### config.mk
export PLATFORM = sky130hd
export DESIGN_NAME = button_irq_ctrl
export DESIGN_NICKNAME = d
export VERILOG_FILES = /design/src/rtl/button_irq_ctrl.sv
export SDC_FILE = /design/constraint.sdc
export NUM_CORES = 1
export LEC_CHECK = 0
export BUFFER_PORTS_ARGS = -buffer_cell sky130_fd_sc_hd__buf_2
export CAP_MARGIN = 20
export CORE_MARGIN = 2
export CORE_UTILIZATION = 35
export DETAILED_ROUTE_END_ITERATION = 16
export GPL_TIMING_DRIVEN = 0
export PLACE_DENSITY = 0.54
export SYNTH_ARGS = -nofsm -noshare
export SYNTH_HDL_FRONTEND = slang
export SYNTH_SLANG_ARGS = --single-unit
### constraint.sdc
create_clock -name clk -period 1.85 [get_ports clk]
set_input_delay 0.2775 -clock clk [delete_from_list [all_inputs] [get_ports clk]]
set_output_delay 0.2775 -clock clk [all_outputs]
set_load 0.02 [all_outputs]
### src/rtl/button_irq_ctrl.sv
// button_irq_ctrl: front-panel button controller.
// Synchronises and debounces N active-low buttons, latches press events as
// pending flags and raises one prioritised, maskable interrupt with an index
// and an acknowledge handshake.
module button_irq_ctrl #(
    parameter int N_BTN           = 4,
    parameter int DEBOUNCE_CYCLES = 4,
    parameter int ID_W            = 2
) (
    input  logic             clk,
    input  logic             reset,
    input  logic [N_BTN-1:0] buttons,
    input  logic [N_BTN-1:0] mask,
    input  logic             ack,
    input  logic             clear,
    output logic [N_BTN-1:0] btn_level,
    output logic [N_BTN-1:0] pending,
    output logic             irq,
    output logic [ID_W-1:0]  irq_id
);

    // A count of DEBOUNCE_CYCLES-1 is the last value before a level change,
    // so the counter only ever has to reach DEBOUNCE_CYCLES-1.
    localparam int CNT_W = (DEBOUNCE_CYCLES > 2) ? $clog2(DEBOUNCE_CYCLES) : 1;
    localparam logic [CNT_W-1:0] CNT_MAX = CNT_W'(DEBOUNCE_CYCLES - 1);

    logic [N_BTN-1:0] r_sync1;
    logic [N_BTN-1:0] r_sync2;
    logic [N_BTN-1:0] r_level;
    logic [N_BTN-1:0] r_level_d;
    logic [N_BTN-1:0] r_pending;
    logic             r_irq;
    logic [ID_W-1:0]  r_irq_id;
    logic [CNT_W-1:0] r_cnt [N_BTN];

    logic [N_BTN-1:0] w_sync;
    logic [N_BTN-1:0] w_press;
    logic [N_BTN-1:0] w_active;
    logic [N_BTN-1:0] w_clr;
    logic [N_BTN-1:0] w_pending_next;
    logic             w_found;
    logic [ID_W-1:0]  w_sel;

    // Two-flop synchroniser; flops reset to the released (high) pin level.
    always_ff @(posedge clk or negedge reset) begin
        if (!reset) begin
            r_sync1 <= '1;
            r_sync2 <= '1;
        end else begin
            r_sync1 <= buttons;
            r_sync2 <= r_sync1;
        end
    end

    assign w_sync = ~r_sync2;

    // Per-channel debounce: a level change is accepted only after the synced
    // input disagrees with the current level for DEBOUNCE_CYCLES samples.
    always_ff @(posedge clk or negedge reset) begin
        if (!reset) begin
            for (int i = 0; i < N_BTN; i++) begin
                r_cnt[i] <= '0;
            end
            r_level <= '0;
        end else begin
            for (int i = 0; i < N_BTN; i++) begin
                if (w_sync[i] == r_level[i]) begin
                    r_cnt[i] <= '0;
                end else if (r_cnt[i] == CNT_MAX) begin
                    r_level[i] <= ~r_level[i];
                    r_cnt[i]   <= '0;
                end else begin
                    r_cnt[i] <= r_cnt[i] + 1'b1;
                end
            end
        end
    end

    // Delayed copy of the debounced level for rising-edge (press) detection.
    always_ff @(posedge clk or negedge reset) begin
        if (!reset) begin
            r_level_d <= '0;
        end else begin
            r_level_d <= r_level;
        end
    end

    assign w_press  = r_level & ~r_level_d;
    assign w_active = r_pending & mask;

    // Clear vector: clear flushes everything, ack only drops the channel
    // currently being reported and only while a request is actually raised.
    always_comb begin
        w_clr = '0;
        for (int i = 0; i < N_BTN; i++) begin
            w_clr[i] = clear | (ack & r_irq & (r_irq_id == ID_W'(i)));
        end
        w_pending_next = (r_pending & ~w_clr) | w_press;
    end

    // Lowest-index enabled pending channel; scanning downwards lets the
    // lowest match overwrite any higher one.
    always_comb begin
        w_found = 1'b0;
        w_sel   = '0;
        for (int i = N_BTN - 1; i >= 0; i--) begin
            if (w_active[i]) begin
                w_found = 1'b1;
                w_sel   = ID_W'(i);
            end
        end
    end

    // Pending flags and the registered request; irq_id holds when idle.
    always_ff @(posedge clk or negedge reset) begin
        if (!reset) begin
            r_pending <= '0;
            r_irq     <= 1'b0;
            r_irq_id  <= '0;
        end else begin
            r_pending <= w_pending_next;
            r_irq     <= w_found;
            if (w_found) begin
                r_irq_id <= w_sel;
            end
        end
    end

    assign btn_level = r_level;
    assign pending   = r_pending;
    assign irq       = r_irq;
    assign irq_id    = r_irq_id;

endmodule

## After elaboration in Yosys (flattened, before gate mapping)

Cells that the tools add are included.

- Bits in registers: 31
- Input port bits: 12
- Output and inout bits: 11
- Logic and storage cells: 74

- Add/sub/neg operators: 4
- Equal/unequal tests: 11
- Multiplexer cells: 16
- Bitwise gates (word level): 24
- Reductions and logical operators: 5

Operators by type and width:

| cell | number |
|---|---|
| 2-to-1 mux 2 bit | 12 |
| bitwise AND 4 bit | 3 |
| equality test 2 bit (second input constant) | 6 |
| inverter 4 bit | 3 |
| adder 2 x 1 -> 2 bit (second input constant) | 4 |
| inverter 1 bit | 8 |
| AND reduction 2 bit | 4 |
| bitwise AND 1 bit | 5 |
| equality test 1 bit | 4 |
| 2-to-1 mux 1 bit | 4 |
| bitwise OR 1 bit | 4 |
| bitwise OR 4 bit | 1 |
| equality test 2 x 1 -> 1 bit (second input constant) | 1 |
| zero test 2 bit | 1 |

## Longest topological paths before layout

Gate-level depths: netlist of run 1.

- Word-level depth: 6
- Depth in mapped cells: 3
- Depth with buffers taken out: 3

## Worst setup path before layout of run 1

OpenSTA, ideal clock, no wires.

- Path type: reg2reg
- Start point: reg r_irq_id[0], in the netlist irq_id[0]
- End point: reg r_pending[0], in the netlist pending[0]
- Setup time: 122 ps
- Arrival: 927 ps
- Data required time: 1728 ps
- Setup slack: 802 ps
- Stages on the path, launching flop included: 3
- Buffers on the path: 0
- Period minus slack after synthesis: 1048 ps
- Cell sequence: dfrtp_1 > nand4bb_1 > a32o_1

- Cells in the longest elaborated chain, start to end: 6

RTL lines:

| element | RTL line | source |
|---|---|---|
| from (decl) | 33 | `logic [ID_W-1:0] r_irq_id;` |
| from (signal assigned) | 124 | `r_irq_id <= w_sel;` |
| zero test 2 bit | 96 | `w_clr[i] = clear \| (ack & r_irq & (r_irq_id == ID_W'(i)));` |
| bitwise AND 1 bit | 96 |  |
| bitwise OR 1 bit | 96 |  |
| inverter 4 bit | 98 | `w_pending_next = (r_pending & ~w_clr) \| w_press;` |
| bitwise AND 4 bit | 98 |  |
| bitwise OR 4 bit | 98 |  |
| net w_pending_next[0] | 40 | `logic [N_BTN-1:0] w_pending_next;` |
| to (signal assigned) | 121 | `r_pending <= w_pending_next;` |
| to (decl) | 31 | `logic [N_BTN-1:0] r_pending;` |

The timed path passes the listed nets, and every way through them passes these cells.
A chain may end at the register's enable or synchronous reset.

## Final worst setup path of run 1

- Start point: reg r_pending[1], in the netlist pending[1]
- End point: out pending[1]

RTL lines:

| element | RTL line | source |
|---|---|---|
| to (decl) | 17 | `output logic [N_BTN-1:0] pending,` |

No word-level cell between the ends.

==> qor.yml, run 1 <==
status:
  status: "complete, no violations"
synthesis:
  yosys_warnings: 0
  ys_seq_elements: 31
  ys_types: 19
  synth_area_per_cell_sq_um: 13.9
  async_flop_share_pct: 100
  synth_ff_type: "dfrtp_1"
  synth-seq-area-share_pct: 70.0
  synth_top_area_share_pct: 51.3
  synth-edff-count: 0
  synth.largest_area_cell: "dfrtp_1"
  synthesis.area_sq_mm: 0.00112
  synth_cells: 81
  synth.net_count: 97
  yosys-top-cells-area: "dfrtp_1 51%, dfstp_2 19%, ha_1 4.5%"
worst_setup_path:
  worstPathRequired_ns: 1.57
  crit_fanout: 5
  rr_worst_depth: 2
  worstPathCellList: "buf_2"
  critPathTopFamily: "flip-flops"
  timing.rr.end: "pending[0]"
  r2r_slack_ns: 0.82
  r2r-start: "irq_id[0]"
  cp.arrival_ns: 0.95
  endpoint_kind: "output port"
  slowest_delay_ns: 0.43
  crit_slowest_cell: "dfrtp_1"
  path_class: "reg2out"
  start_kind: "register"
  crit_buf_inv: 1
  crit_start: "pending[1]"
final_layout:
  fin_nets: 127
  insertedDiodeCount: 0
  area_growth_pct: 20.0
  final_common_cell: "dfrtp_1"
  drive_gt1_share_pct: 31.3
  final_cell_mix: "23 x dfrtp_1, 22 x buf_2, 13 x inv_1"
cts:
  cts_tree: "yes"
  numClockSinks: 31
  htree_levels: 2
  cts_buffers: 5
  cts_root_buf: "clkbuf_4"
  clock_path_buffers: 2
  cts_setup_buffers: 0
  clk_transition_reported_paths_ns: 0.09
  clk_latency_ns: 0.32
route:
  drtPass1Iterations: 3
  wl_per_cell_um: 11.1
  vias_per_cell: 4.40
  drtIter0Drc: 35
  vias: 687
  route.antenna.remaining_nets: 0
  drc: 0
  routed_wl_mm: 1.73
timing:
  setup_viol: 0
  period_needed_ns: 1.22
  hold_viol_final: 0
  slew_headroom_pct: 55.5
  tightest_slew_ns: 0.667
  clock.fmax_mhz: 817
  setup_tns_ns: 0
  timing.final.crit_share_pct: 66.2
  rsz0062_at_grt: "false"
  skew_ns: 0.00881
  finalMaxSlewViolations: 0
floorplan:
  start_util_pct: 36.8
  rows: 20
  pin_count: 23
  core_sq_mm: 0.00305
  dieArea_sq_mm: 0.00368
  fp.dieW_um: 60.6
  fp.dieH_um: 60.6
power_and_ir_drop:
  power.leakage_uw: 0.000663
  total_power_uw: 2140
  powerDensity_mw_per_mm2: 1590
  vdd.ir_drop.worst_mv: 0.514
job:
  cap_violations: 0
global_route:
  grt_pass1_wl_mm: 2.83
  first_global_vias: 649
  overflow: 0
  grt_max_degree: 32
  antenna_found_initial: 0
  groute.usage.overall_pct: 11.4
min_path:
  hold_path.class: "in2reg"
  min_from: "buttons[3]"
  whs_endpoint: "r_sync1[3]"
  whs_path_depth: 1
placement:
  gp_congestion: 0.736
  hpwl_mm: 1.23
  port_buffers: 22
## per-layer routing
layer,vias up,routed length (um),part of all wire (%),track usage (%)
met1,323,806,47,13.5
met5,-,0,0,0
met2,21,748,43,15.7
met3,7,128,7.4,7.04
met4,0,45,2.6,6.52
li1,336,-,-,-
## synthesized netlist by cell type, types with 2 or more instances
master and count:
a221oi_1 2, a22oi_1 2, a32o_1 2, and4b_1 2
dfrtp_1 23, dfstp_2 8, ha_1 4, inv_1 13
mux2i_1 3, nand2_1 2, nor2_1 5, nor3_1 4
o32ai_1 2, xor2_1 4
## registers in the layout, summed over array words and instances, names as in the netlist
register   flops
r_level_d      4
r_sync1        4
r_sync2        4
irq            1
pending        4
btn_level      4
r_cnt          8
irq_id         2
## report_power, final
group          switching, uW  total [uW]  internal (uW)
Sequential               189        1110            926
Clock                    206         357            151
Combinational            380         664            284
## cells by family after synthesis
family | after synthesis | share of synthesized area, %
buffers and inverters | 13 | 4.35
muxes | 3 | 2.68
adders and majority gates | 4 | 4.46
DFF | 31 | 70.0
xor gates and xnor gates | 4 | 3.12
and+or+nand+nor | 16 | 8.03
AOI/OAI and AO/OA | 10 | 7.36
## how the worst max path moves through the flow
| stage | end | slack, ns | cells past startpoint |
|---|---|---|---|
| 2_1_floorplan | pending[0] | 0.80 | 2 |
| 3_3_place_gp | pending[0] | 0.84 | 2 |
| 3_5_place_dp | pending[0] | 0.84 | 2 |
| 4_1_cts | btn_level[0] | 0.59 | 1 |
| 5_1_grt | irq_id[1] | 0.55 | 1 |
| 6_report | pending[1] | 0.63 | 1 |
## final cells by class
cell class / instances / area (sq um)
fillers: 300 / 1710
multi-input cells: 37 / 288
flip-flops and latches: 31 / 786
inverters: 13 / 48.8
clock buffers: 8 / 48.8
repair buffers: 23 / 120
well taps: 44 / 55.1
## through the flow
stage               hold slack, ns  std cells  instance area (sq um)  setup slack [ns]  util (%)
finish                      0.0510        156                   1350             0.626      44.1
global route                0.0108        156                   1350             0.551      44.1
CTS                         0.0258        156                   1350             0.589      44.1
detailed placement           0.348        147                   1290             0.840      42.2
global placement             0.345        147                   1290             0.838      42.2
floorplan                  -0.0181         81                   1120             0.802         -
## what timing repair did
action                     CTS  global route
hold endpoints to repair    23             0
hold buffers                 1             0
gates resized for setup      0             0
setup endpoints to repair    0             0
Note: power is estimated with default switching activity, not from simulation.
==> run 2: changes to the inputs <==
- PLACE_DENSITY: 0.54 -> 0.56
- clock period: 1.85 -> 1 ns (I/O delays scaled with it)
==> run 2 against run 1 <==
- the flow now finishes with violations (setup timing)
- count of clock-buffer cells in the layout shrank 2
- combinational power grew to 3.5 times the previous value
- sequential cell count unchanged
==> qor.yml, run 2 (same netlist as run 1, synthesis figures left out) <==
status:
  status: "finished with violations"
  violations: "setup timing"
worst_setup_path:
  endpoint_kind: "output port"
  path_class: "reg2out"
  worstPathCellList: "buf_6"
  slowest_delay_ns: 0.45
  start_kind: "register"
  crit_fanout: 5
  worstPathRequired_ns: 0.85
  crit_slowest_cell: "dfrtp_2"
  crit_buf_inv: 1
  critPathTopFamily: "flip-flops"
  cp.arrival_ns: 0.93
timing:
  timing.final.crit_share_pct: 108
  period_needed_ns: 1.08
  slew_headroom_pct: 72.9
  clock.fmax_mhz: 930
  skew_ns: 0.0135
  setup_viol: 13
  rsz0062_at_grt: "true"
  hold_viol_final: 0
  tightest_slew_ns: 0.406
  worst_slack_ns: -0.0753
  finalMaxSlewViolations: 0
floorplan:
  rows: 20
  fp.dieW_um: 60.6
  start_util_pct: 36.8
  fp.dieH_um: 60.6
  pin_count: 23
  dieArea_sq_mm: 0.00368
  core_sq_mm: 0.00305
final_layout:
  insertedDiodeCount: 0
  largest_register: "r_cnt"
  largest_reg_flops: 8
  drive_gt1_share_pct: 50.0
  final_common_cell: "dfrtp_1"
  area_growth_pct: 52.5
  fin_util_pct: 56.1
  fin_nets: 147
  final_cell_mix: "20 x dfrtp_1, 17 x buf_6, 13 x inv_1"
  fillers: 284
placement:
  port_buffers: 22
  gp_congestion: 0.722
  hpwl_mm: 1.33
power_and_ir_drop:
  total_power_uw: 5390
  vdd.ir_drop.worst_mv: 1.18
  power.leakage_uw: 0.000821
  powerDensity_mw_per_mm2: 3150
route:
  routed_wl_mm: 2.13
  drtIter0Drc: 27
  route.antenna.remaining_nets: 0
  drc: 0
  vias: 794
  drtPass1Iterations: 3
  wl_per_cell_um: 12.1
  vias_per_cell: 4.51
cts:
  clk_latency_ns: 0.33
  numClockSinks: 31
  cts_tree: "yes"
  cts_root_buf: "clkbuf_4"
  clk_transition_reported_paths_ns: 0.11
  htree_levels: 2
  clock_path_buffers: 2
  cts_buffers: 5
job:
  cap_violations: 0
global_route:
  antenna_found_initial: 0
  overflow: 0
  grt_pass1_wl_mm: 3.59
  first_global_vias: 851
  grt_max_degree: 32
  groute.usage.overall_pct: 14.1
min_path:
  hold_path.class: "in2reg"
-- run 2: worst paths after layout --
path / start / endpoint / slack [ns] / cells after the start
worst min-delay path: clear / pending[2] / 0.08 / 2
max in group asynchronous: reset / r_sync1[2] / 0.37 / 2
min in group asynchronous: reset / btn_level[0] / 0.29 / 2
worst max-delay path: irq_id[0] / irq_id[0] / -0.08 / 1
worst min register to register: r_sync1[3] / r_sync2[3] / 0.35 / 0
worst max register to register: irq_id[0] / pending[2] / -0.04 / 3
-- run 2: power by group --
part	switching [uW]	internal, uW	total [uW]
clock network	429	591	1020
registers	310	1730	2040
logic	1030	1310	2340
-- run 2: metrics by stage --
| step | instance area [sq um] | setup TNS (ns) | hold slack [ns] | std cells | setup WS (ns) |
|---|---|---|---|---|---|
| floorplan | 1120 | 0 | -0.146 | 81 | 0.0202 |
| global placement | 1290 | 0 | 0.220 | 147 | 0.0383 |
| detailed placement | 1290 | -0.00467 | 0.229 | 147 | -0.00467 |
| CTS | 1590 | -0.834 | 0.0607 | 171 | -0.103 |
| global route | 1710 | -1.26 | 0.0571 | 176 | -0.120 |
| finish | 1710 | -0.487 | 0.0804 | 176 | -0.0753 |
-- run 2: layout make-up --
class                   instances  area (sq um)  area share (%)
clock buffers                   6          51.3            3.00
clock inverters                 2          35.0            2.05
inverters                      13          48.8            2.85
multi-input cells              37           355            20.8
flip-flops and latches         31           790            46.1
well taps                      44          55.1            3.22
repair buffers                 43           377            22.0
-- run 2: metal layers --
layer / track usage [%] / wire length, um / up-vias
met4: 8.39 / 14 / 0
li1: - / - / 378
met3: 5.97 / 120 / 2
met1: 14.2 / 856 / 392
met5: 0 / 0 / -
met2: 24.1 / 1140 / 22
-- run 2: timing repair --
action / in CTS / in global routing
setup buffers: 10 / 5
gates resized for setup: 24 / 18
hold endpoints to repair: 28 / 0
setup endpoints to repair: 12 / 21
hold buffers: 6 / 0
pin swaps: 1 / 7
gates cloned: 0 / 0
